==> src/rtl/inst_prefetch_queue.sv <==
// inst_prefetch_queue
//   Decoupled instruction fetch front end. Issues sequential ROM fetches ahead
//   of decode into a DEPTH-entry in-order queue. Multiple fetches may be in
//   flight against a variable-latency ROM. A redirect (flush) empties the queue
//   and arranges for responses to already-issued fetches to be dropped.
// Ports
//   clk, rst            clock; synchronous active-low reset
//   o_romEnable/o_romAddr/i_romReady   fetch request handshake
//   i_romValid/i_romInst               in-order ROM responses
//   i_flush/i_flushPc                  redirect to a new PC (low 2 bits ignored)
//   i_stall                            downstream holds the head entry
//   o_instValid/o_inst/o_pc            head of queue (registered, no bypass)
module inst_prefetch_queue #(
  parameter int                ADDR_W   = 32,
  parameter int                INST_W   = 32,
  parameter int                DEPTH    = 4,
  parameter logic [ADDR_W-1:0] RESET_PC = '0
) (
  input  logic              clk,
  input  logic              rst,
  output logic              o_romEnable,
  output logic [ADDR_W-1:0] o_romAddr,
  input  logic              i_romReady,
  input  logic              i_romValid,
  input  logic [INST_W-1:0] i_romInst,
  input  logic              i_flush,
  input  logic [ADDR_W-1:0] i_flushPc,
  input  logic              i_stall,
  output logic              o_instValid,
  output logic [INST_W-1:0] o_inst,
  output logic [ADDR_W-1:0] o_pc
);

  localparam int PTR_W = (DEPTH > 1) ? $clog2(DEPTH) : 1;
  localparam int CNT_W = $clog2(DEPTH + 1);
  localparam int OCC_W = CNT_W + 1;
  localparam logic [OCC_W-1:0] DEPTH_C = OCC_W'(DEPTH);

  logic [DEPTH-1:0][INST_W-1:0] mem;
  logic [ADDR_W-1:0] fetch_pc, head_pc, flush_tgt;
  logic [PTR_W-1:0]  rd_ptr, wr_ptr;
  logic [CNT_W-1:0]  count, outstanding, discard;
  logic [OCC_W-1:0]  occ;
  logic              accept, rsp, drop, push, pop;

  // Queued plus in-flight never exceeds DEPTH, so a response always has a slot.
  assign occ         = OCC_W'(count) + OCC_W'(outstanding);
  assign o_romEnable = rst & ~i_flush & (occ < DEPTH_C);
  assign o_romAddr   = fetch_pc;
  assign accept      = o_romEnable & i_romReady;

  // A response with nothing outstanding is a ROM protocol error and is ignored.
  assign rsp  = rst & i_romValid & (outstanding != '0);
  assign drop = rsp & (discard != '0);
  assign push = rsp & ~drop & ~i_flush;

  assign o_instValid = rst & (count != '0);
  assign pop         = o_instValid & ~i_stall & ~i_flush;
  assign o_inst      = rst ? mem[rd_ptr] : '0;
  assign o_pc        = head_pc;

  assign flush_tgt = i_flushPc & ~ADDR_W'(3);

  always_ff @(posedge clk) begin
    if (push) mem[wr_ptr] <= i_romInst;
  end

  always_ff @(posedge clk) begin
    if (!rst) begin
      fetch_pc    <= RESET_PC;
      head_pc     <= RESET_PC;
      rd_ptr      <= '0;
      wr_ptr      <= '0;
      count       <= '0;
      outstanding <= '0;
      discard     <= '0;
    end else if (i_flush) begin
      fetch_pc    <= flush_tgt;
      head_pc     <= flush_tgt;
      rd_ptr      <= '0;
      wr_ptr      <= '0;
      count       <= '0;
      outstanding <= outstanding - CNT_W'(rsp);
      // outstanding already covers responses owed from earlier flushes, so
      // everything still in flight after this cycle belongs to a dead stream.
      discard     <= outstanding - CNT_W'(rsp);
    end else begin
      if (accept) fetch_pc <= fetch_pc + ADDR_W'(4);
      if (push)   wr_ptr   <= wr_ptr + 1'b1;
      if (pop) begin
        rd_ptr  <= rd_ptr + 1'b1;
        head_pc <= head_pc + ADDR_W'(4);
      end
      count       <= count + CNT_W'(push) - CNT_W'(pop);
      outstanding <= outstanding + CNT_W'(accept) - CNT_W'(rsp);
      discard     <= discard - CNT_W'(drop);
    end
  end

endmodule
==> config.mk <==
export PLATFORM = sky130hd
export DESIGN_NAME = inst_prefetch_queue
export DESIGN_NICKNAME = d
export VERILOG_FILES = /design/src/rtl/inst_prefetch_queue.sv
export SDC_FILE = /design/constraint.sdc
export NUM_CORES = 1
export LEC_CHECK = 0
export ABC_CLOCK_PERIOD_IN_PS = 2500
export BUFFER_PORTS_ARGS = -buffer_cell sky130_fd_sc_hd__buf_4
export CORE_MARGIN = 3
export CORE_UTILIZATION = 30
export CTS_CLUSTER_SIZE = 30
export DETAILED_ROUTE_END_ITERATION = 8
export GPL_ROUTABILITY_DRIVEN = 0
export SLEW_MARGIN = 20
export SYNTH_ARGS = -nofsm -noshare
export SYNTH_HDL_FRONTEND = slang
export SYNTH_SLANG_ARGS = --single-unit
export TNS_END_PERCENT = 30
==> constraint.sdc <==
create_clock -name clk -period 2.5 [get_ports clk]
set_input_delay 0.375 -clock clk [delete_from_list [all_inputs] [get_ports clk]]
set_output_delay 0.375 -clock clk [all_outputs]
set_load 0.005 [all_outputs]
==> results_dict.tcl, run 1 <==
set metrics [dict create \
    tightest_slew_ps 508 \
    synth_ff_type "edfxtp_1" \
    cp_slowest_cell "dfxtp_4" \
    async_flop_share_pct 0 \
    grt_use_total_pct 13.8 \
    arrival_ps 2790 \
    cpMostUsedCell "ha_1" \
    min_path_type "in2reg" \
    holdCritStartpoint "i_romInst[11]" \
    tritoncts "done" \
    skew_ps 10.3 \
    crit_path_start_kind "flop" \
    max-vdd-ir-drop_uv 592 \
    hold_viol 0 \
    die_w_um 176 \
    clkSlewWorstSetupHoldPaths_ps 60 \
    io_buffers 161 \
    reg2reg_to "outstanding[2]" \
    fin_crit_sh_pct 95.6 \
    timing.fmax_ghz 0.418 \
    grt.overflow.total 0 \
    syn-mean-instance-area_sq_um 13.1 \
    grt_pass1_wl_um 33900 \
    cap_violations 0 \
    power.leakage_nw 4.09 \
    area_growth_pct 31.5 \
    root_buffer "clkbuf_16" \
    vias_per_cell 4.72 \
    fp.dieH_um 176 \
    yosysUniqueCellTypes 47 \
    post_cts_buffers 0 \
    ys_top_cells_by_count "128 x edfxtp_1, 73 x dfxtp_1, 52 x a21oi_1" \
    finalInstanceArea_sq_um 11500 \
    postSynthRegisterBits 201 \
    drt_pass1_iterations 4 \
    final_nets 948 \
    htreeDepth 1 \
    synthCells 665 \
    slew_headroom_pct 66.1 \
    clkLatencyLatePin_ps 510 \
    cp_max_fo 4 \
    crit_chain "ha_4 -> nor3b_4 -> nand4_1 -> ha_1 -> inv_1 -> ha_1 -> fa_2 -> xor2_1 -> o21ai_1 -> xnor2_1 -> nor2b_1" \
    status "finished clean" \
    ios 168 \
    crit_path_end_kind "flop" \
    rows 61 \
    timing.rr.start "outstanding[2]" \
    route.met3.wl_um 1990 \
    place_area_sq_um 10700 \
    fin_crit_ps 2390 \
    synth_edf_count 128 \
    clock-sinks 201 \
    powerDensity_nw_per_um2 673 \
    crit_buf_inv 1 \
    yosysTopAreaCellShare_pct 44.1 \
    synth_top_area_cell "edfxtp_1" \
    place_hpwl_um 14700 \
    antenna_found_initial 0 \
    diodes 0 \
    yosys_warnings 0 \
    grt_pass1_vias 5997 \
    drt_iter0_markers 312 \
    drt-met1-wl_um 9230 \
    rsz0062_at_grt "yes" \
    yosys.cell_count.top_type "edfxtp_1" \
    grt_max_degree 90 \
    fin_util_pct 40.7 \
    r2r_slack_ps 110 \
    worstPathRequired_ps 2890 \
    dieArea_sq_um 31100 \
    worstHoldEndpoint "mem[107]" \
    cts_buffers 23 \
    vias 5927 \
    synth_area_leaders "edfxtp_1 44%, dfxtp_1 17%, mux4_2 8.3%" \
    core_area_sq_um 28200 \
    drc 0 \
    syn_area_sq_um 8710 \
    critPathTopFamily "adder cells" \
    initial_utilization_pct 30.9 \
    seq_area_frac_synth_pct 60.9 \
    holdPathStages 1 \
    path_class "reg2reg" \
    r2r_cells 11 \
    setup_violations 0 \
    slew_viol_final 0 \
    cts_buffer_depth 3 \
    drt-total-wl_um 21800 \
    slowest_delay_ps 370 \
    post_drt_wl_per_cell_um 17.4 \
    drive_gt1_share_pct 32.7 \
    ant_nets 0 \
    met2_length_um 10000 \
    top_layer "met4" \
]
report_power, final:
part,switching (W),total [W],internal [W]
sequential,0.000109,0.00375,0.00364
combinational,0.000321,0.000704,0.000383
clock,0.00131,0.00325,0.00194
total,0.00174,0.00771,0.00596
how the worst max path moves through the flow:
stage	slack, ps	endpoint	depth (start not counted)	start
after floorplan	-20	outstanding[2]	11	outstanding[2]
after global placement	60	outstanding[2]	11	outstanding[1]
after detailed placement	30	count[2]	11	rst
after CTS	20	o_inst[10]	4	rd_ptr[0]
after global routing	-40	outstanding[2]	11	outstanding[2]
final	110	outstanding[2]	11	outstanding[2]
per-stage QoR:
stage                     setup TNS, ps  hold WS, ps  total power, W  instances  setup slack (ps)
final                                 0         61.4         0.00771       1255               109
after global routing              -36.0         41.1         0.00806       1255             -36.0
after CTS                             0         35.3         0.00782       1255              24.7
after detailed placement              0          534         0.00452       1212              30.7
after global placement                0          533         0.00452       1212              61.6
after floorplan                   -23.5          474         0.00413        668             -23.5
layout make-up:
type,instances,area [sq um]
multi-input combinational,405,3210
fill,2652,16700
clock inverter,10,106
timing repair buffer,204,1640
clock buffer,32,619
inverter,25,93.8
sequential,201,5310
tap,378,473
cells by family (layout without fill, tap and decap cells):
family / count (synthesis) / in the layout / share of synthesized area [%]
compound gates: 102 / 102 / 6.29
flops: 201 / 201 / 60.9
other cells: 1 / 4 / 0.0430
buf+inv: 62 / 271 / 2.93
xor+xnor: 59 / 59 / 5.93
mux: 35 / 35 / 8.62
fa+ha+maj: 18 / 18 / 2.76
simple gates: 187 / 187 / 12.5
cells in the final DEF, fill, tap and decap left out, types with 3 or more instances in the layout:
cell type and instances:
nand4_1 14, xor2_1 19, and3_1 8, a31oi_1 5, and4_1 5, dfxtp_1 70
mux4_2 32, and2_4 6, buf_4 195, nor4_1 12, and2_1 38, clkbuf_16 23
clkinv_1 3, buf_12 7, nor2b_1 4, xnor2_1 40, nor3b_1 3, mux2i_1 3
a21oi_1 52, o21ai_0 33, ha_1 15, a21boi_0 3, inv_1 24, nor2_1 13
or3_1 4, nor3_1 15, nand2_1 23, edfxtp_1 128, or4_1 5, a21o_1 3
conb_1 4, nand3_1 24, clkbuf_1 8
worst register-to-register path, stage by stage (launching register included):
cell and delay (ps):
dfxtp_4 370, ha_4 250, nor3b_4 200, nand4_1 140, ha_1 300, inv_1 40, ha_1 180, fa_2 340
xor2_1 140, o21ai_1 150, xnor2_1 130, nor2b_1 50
sequential cells by signal, indices dropped and copies added, names as in the netlist:
signal and count:
count 3, discard 3, mem 128, o_pc 30
o_romAddr 30, outstanding 3, rd_ptr 2, wr_ptr 2
metal layers:
metal	up-vias	global-route usage, %
met5	-	0
met2	191	22.9
met1	2832	17.7
li1	2870	-
met4	0	3.44
met3	34	4.22
timing repair:
| item | CTS | global route |
|---|---|---|
| gates resized for setup | 2 | 10 |
| hold buffers | 0 | 0 |
| gates cloned | 1 | 0 |
| endpoints found under the setup margin | 28 | 8 |
| endpoints found under the hold margin | 0 | 0 |
Note: power is estimated with default switching activity, not from simulation.
==> inputs of run 2 (changes only) <==
--- a/config.mk
+++ b/config.mk
@@ -12,6 +12,8 @@
 export CTS_CLUSTER_SIZE = 30
 export DETAILED_ROUTE_END_ITERATION = 8
 export GPL_ROUTABILITY_DRIVEN = 0
+export RECOVER_POWER = 100
+export REMOVE_ABC_BUFFERS = 1
 export SLEW_MARGIN = 20
 export SYNTH_ARGS = -nofsm -noshare
 export SYNTH_HDL_FRONTEND = slang
==> results_dict.tcl, run 2 (same netlist as run 1, synthesis figures left out) <==
set metrics [dict create \
    clkSlewWorstSetupHoldPaths_ps 60 \
    met1_usage_pct 18.0 \
    fp.dieH_um 176 \
    clkLatencyLatePin_ps 500 \
    max-vdd-ir-drop_uv 695 \
    final_nets 949 \
    grt_pass1_wl_um 34200 \
    pre_cts_ws_ps -76.8 \
    slew_viol_final 0 \
    place_hpwl_um 15900 \
    setup_ws_ps -3.91 \
    drt-total-wl_um 22300 \
    worstSetupStartpoint "count[2]" \
    tritoncts "done" \
    die_w_um 176 \
    place_inst 1215 \
    r2r_cells 11 \
    cp_max_fo 2 \
    hold_ws_ps 133 \
    rows 61 \
    largest_reg_flops 128 \
    clock-sinks 201 \
    ios 168 \
    diodes 0 \
    layout_common_cells "128 x edfxtp_1, 122 x buf_4, 70 x dfxtp_1, 53 x clkbuf_1, 52 x a21oi_1" \
    drc 0 \
    crit_chain "ha_4 -> nor3b_4 -> nand4_1 -> ha_1 -> inv_1 -> ha_1 -> fa_1 -> xor2_1 -> o21ai_1 -> xnor2_1 -> nor2b_1" \
    core_area_sq_um 28200 \
    initial_utilization_pct 30.9 \
    cts_buffer_depth 3 \
    ant_nets 0 \
    area_growth_pct 29.2 \
    r2r_slack_ps -4 \
    vias 5899 \
    busiest_layer "met2" \
    hold_buffers 0 \
    holdCritStartpoint "i_romInst[10]" \
    use_met2_pct 23.6 \
    crit_path_start_kind "flop" \
    drt_iter0_markers 343 \
    crit_path_end_kind "flop" \
    grt.overflow.total 0 \
    worstHoldEndpoint "mem[106]" \
    reg2reg_to "outstanding[2]" \
    slowest_delay_ps 410 \
    grt_pass1_vias 5992 \
    htreeDepth 1 \
    vias_per_cell 4.70 \
    holdPathStages 1 \
    grtUsageMet3_pct 4.45 \
    io_buffers 161 \
    power.leakage_nw 3.90 \
    drive_gt1_share_pct 27.3 \
    worstPathRequired_ps 2880 \
    cp_slowest_cell "dfxtp_1" \
    min_path_type "in2reg" \
    fin_cells 1254 \
    path_class "reg2reg" \
    grt_use_total_pct 14.0 \
    antenna_found_initial 0 \
    cap_violations 0 \
    cpMostUsedCell "ha_1" \
    hold_viol 0 \
    regMostFlops "mem" \
    drt_pass1_iterations 4 \
    skew_ps 10.5 \
    powerDensity_nw_per_um2 676 \
    timing.rr.start "count[2]" \
    dieArea_sq_um 31100 \
    cts_buffers 21 \
    setup_violations 1 \
    final_common_cell "edfxtp_1" \
    critPathTopFamily "adder cells" \
    grt_max_degree 90 \
    violations "setup timing" \
    post_drt_wl_per_cell_um 17.8 \
    root_buffer "clkbuf_16" \
    status "complete, but fails checks" \
    fin_crit_sh_pct 100 \
    timing.fmax_ghz 0.399 \
    fin_crit_ps 2500 \
    crit_buf_inv 1 \
    arrival_ps 2890 \
    rsz0062_at_grt "yes" \
]
[run 2: cell count changes in the layout (fill, tap and decap cells not counted), moves of 3 or more]
cell / change
and2_4: -6
clkbuf_8: +5
buf_4: -73
clkinv_1: -3
clkbuf_1: +45
clkbuf_4: +28
and2_2: +4
[run 2: how the worst max path moves through the flow]
| stage | slack, ps | endpoint | depth (start not counted) |
|---|---|---|---|
| global placement | 5 | outstanding[2] | 11 |
| CTS | 3 | outstanding[2] | 11 |
| floorplan | -810 | count[2] | 9 |
| detailed placement | -80 | outstanding[2] | 10 |
| finish | -4 | outstanding[2] | 11 |
| global route | -130 | outstanding[2] | 11 |
[run 2: what timing repair did]
| item | in CTS | in global routing |
|---|---|---|
| endpoints found under the setup margin | 1 | 3 |
| pin swaps | 1 | 4 |
| setup buffers | 1 | 0 |
| resized for setup | 3 | 2 |
[run 2: worst reg2reg max path: cells and delay by family (launching register included)]
kind / cells / cell delay [ps]
adder cells (fa/ha/maj): 4 / 1090
flip-flops: 1 / 410
AND/OR/NAND/NOR: 3 / 400
XOR/XNOR: 2 / 290
AO/OA/AOI/OAI: 1 / 170
buffers and inverters: 1 / 40
[run 2: per-stage QoR]
stage / instance area (sq um) / util (%) / TNS, ps / power [W]
3_5_place_dp: 10700 / 38.0 / -95.6 / 0.00453
6_report: 11300 / 40.0 / -3.91 / 0.00761
5_1_grt: 11300 / 40.0 / -224 / 0.00791
3_3_place_gp: 10700 / 38.0 / 0 / 0.00453
4_1_cts: 11400 / 40.5 / 0 / 0.00773
2_1_floorplan: 8560 / - / -7490 / 0.00409
[run 2: layer usage]
layer / vias up / wire length (um)
met5: - / 0
met4: 0 / 303
li1: 2860 / -
met2: 181 / 10500
met1: 2837 / 9370
met3: 21 / 2150
[run 2: final cells by class]
class | instances | area, sq um
Multi-Input combinational cell | 405 | 3180
Sequential cell | 201 | 5310
Tap cell | 378 | 473
Timing Repair Buffer | 207 | 1490
Fill cell | 2707 | 16900
Clock inverter | 5 | 56.3
Inverter | 25 | 93.8
Clock buffer | 33 | 652
[run 2: where the power goes]
part           switching (W)  internal, W
combinational       0.000337     0.000354
clock                0.00128      0.00190
sequential          0.000101      0.00364
==> inputs of run 3 (changes only) <==
--- a/config.mk
+++ b/config.mk
@@ -8,7 +8,7 @@
 export ABC_CLOCK_PERIOD_IN_PS = 2500
 export BUFFER_PORTS_ARGS = -buffer_cell sky130_fd_sc_hd__buf_4
 export CORE_MARGIN = 3
-export CORE_UTILIZATION = 30
+export CORE_UTILIZATION = 40
 export CTS_CLUSTER_SIZE = 30
 export DETAILED_ROUTE_END_ITERATION = 8
 export GPL_ROUTABILITY_DRIVEN = 0
==> results_dict.tcl, run 3 (same netlist as run 1, synthesis figures left out) <==
set metrics [dict create \
    cts_buffers 23 \
    layout_common_cells "128 x buf_4, 128 x edfxtp_1, 69 x dfxtp_1, 52 x a21oi_1, 46 x clkbuf_1" \
    diodes 0 \
    setup_violations 0 \
    place_area_sq_um 10500 \
    place_hpwl_um 15000 \
    drive_gt1_share_pct 29.1 \
    finalInstanceArea_sq_um 11200 \
    fp.dieH_um 154 \
    grt_pass1_wl_um 33700 \
    final_nets 951 \
    tritoncts "done" \
    clkSlewWorstSetupHoldPaths_ps 60 \
    slew_headroom_pct 44.1 \
    htreeDepth 1 \
    cp_max_fo 3 \
    grt_use_total_pct 17.6 \
    drt_pass1_iterations 4 \
    worstPathRequired_ps 2900 \
    grt.overflow.total 0 \
    drt_iter0_markers 371 \
    rsz0062_at_grt "yes" \
    r2r_cells 11 \
    status "finished clean" \
    arrival_ps 2880 \
    initial_utilization_pct 41.0 \
    die_w_um 154 \
    hold_viol 0 \
    regMostFlops "mem" \
    fin_crit_sh_pct 99.2 \
    core_area_sq_um 21200 \
    antenna_found_initial 1 \
    grt_pass1_vias 6297 \
    power.leakage_nw 3.90 \
    timing.fmax_ghz 0.403 \
    hold_buffers 0 \
    area_growth_pct 28.1 \
    holdPathStages 1 \
    powerDensity_nw_per_um2 671 \
    post_drt_wl_per_cell_um 18.4 \
    clock-sinks 201 \
    slowest_delay_ps 360 \
    slew_viol_final 0 \
    rows 53 \
    min_path_type "in2reg" \
    max-vdd-ir-drop_uv 596 \
    tightest_slew_ps 839 \
    ios 168 \
    setup_ws_ps 21.2 \
    drc 0 \
    path_class "reg2reg" \
    pre_cts_ws_ps -300 \
    vias 6053 \
    largest_reg_flops 128 \
    vias_per_cell 5.25 \
    crit_path_end_kind "flop" \
    drt-total-wl_um 21200 \
    cap_violations 0 \
    crit_buf_inv 1 \
    grt_max_degree 90 \
    io_buffers 161 \
    critPathTopFamily "adder cells" \
    cts_buffer_depth 3 \
    cp_slowest_cell "dfxtp_4" \
    crit_path_start_kind "flop" \
    nFillCells 1860 \
    root_buffer "clkbuf_16" \
    dieArea_sq_um 23600 \
    fin_crit_ps 2480 \
    crit_chain "ha_4 -> nor3b_4 -> nand4_1 -> ha_1 -> inv_1 -> ha_2 -> fa_2 -> xor2_1 -> o21ai_1 -> xnor2_1 -> nor2b_1" \
    ant_nets 0 \
    clkLatencyLatePin_ps 520 \
    skew_ps 10.3 \
    cp_num_cells 11 \
]
-- run 3: cell types whose count changed in the layout (fill, tap and decap cells not counted), sizes merged --
cell      previous run  this run
clkinv               2         9
buf                131       135
clkbuf             109        99
clkinvlp             1         2
bufinv               1         0
-- run 3: power by group --
group | switching (W) | leakage, nW | internal [W]
clock | 0.00130 | 0.333 | 0.00173
combinational | 0.000340 | 1.80 | 0.000364
sequential | 0.000109 | 1.76 | 0.00364
total | 0.00174 | 3.90 | 0.00574
-- run 3: per-layer routing --
metal / vias up / GRT usage, % / part of all wire (%)
li1: 2868 / - / -
met1: 2967 / 21.8 / 40
met2: 185 / 31.1 / 51
met3: 31 / 4.84 / 7.5
met4: 2 / 3.74 / 1.5
met5: - / 0 / 0.061
-- run 3: area by class of cell --
| type | count | area, sq um | area share [%] |
|---|---|---|---|
| Clock buffer | 27 | 601 | 5.38 |
| Clock inverter | 12 | 86.3 | 0.774 |
| Inverter | 25 | 93.8 | 0.841 |
| Multi-Input combinational cell | 405 | 3240 | 29.0 |
| Sequential cell | 201 | 5310 | 47.6 |
| Tap cell | 275 | 344 | 3.08 |
| Timing Repair Buffer | 207 | 1480 | 13.3 |
-- run 3: final timing paths --
kind	startpoint	endpoint	slack, ps
hold / removal	i_romInst[28]	mem[28]	110
hold reg to reg	o_romAddr[31]	o_romAddr[31]	560
setup / recovery	outstanding[2]	outstanding[2]	20
setup reg to reg	outstanding[2]	outstanding[2]	20
-- run 3: stage by stage --
stage	total power (W)	hold WS, ps	cells	TNS (ps)	util, %
finish	0.00748	112	1152	0	52.6
global route	0.00780	114	1152	-60.0	52.6
CTS	0.00760	35.6	1152	0	53.2
detailed placement	0.00452	555	1106	-420	49.5
global placement	0.00448	512	1106	-17.6	49.5
floorplan	0.00409	474	631	-7490	-
-- run 3: repair_timing --
item / 4_1_cts / 5_1_grt
setup endpoints to repair: 2 / 7
buffers inserted: 7 / 0
pin swaps: 6 / 2
resized for setup: 9 / 9
endpoints found under the hold margin: 0 / 0
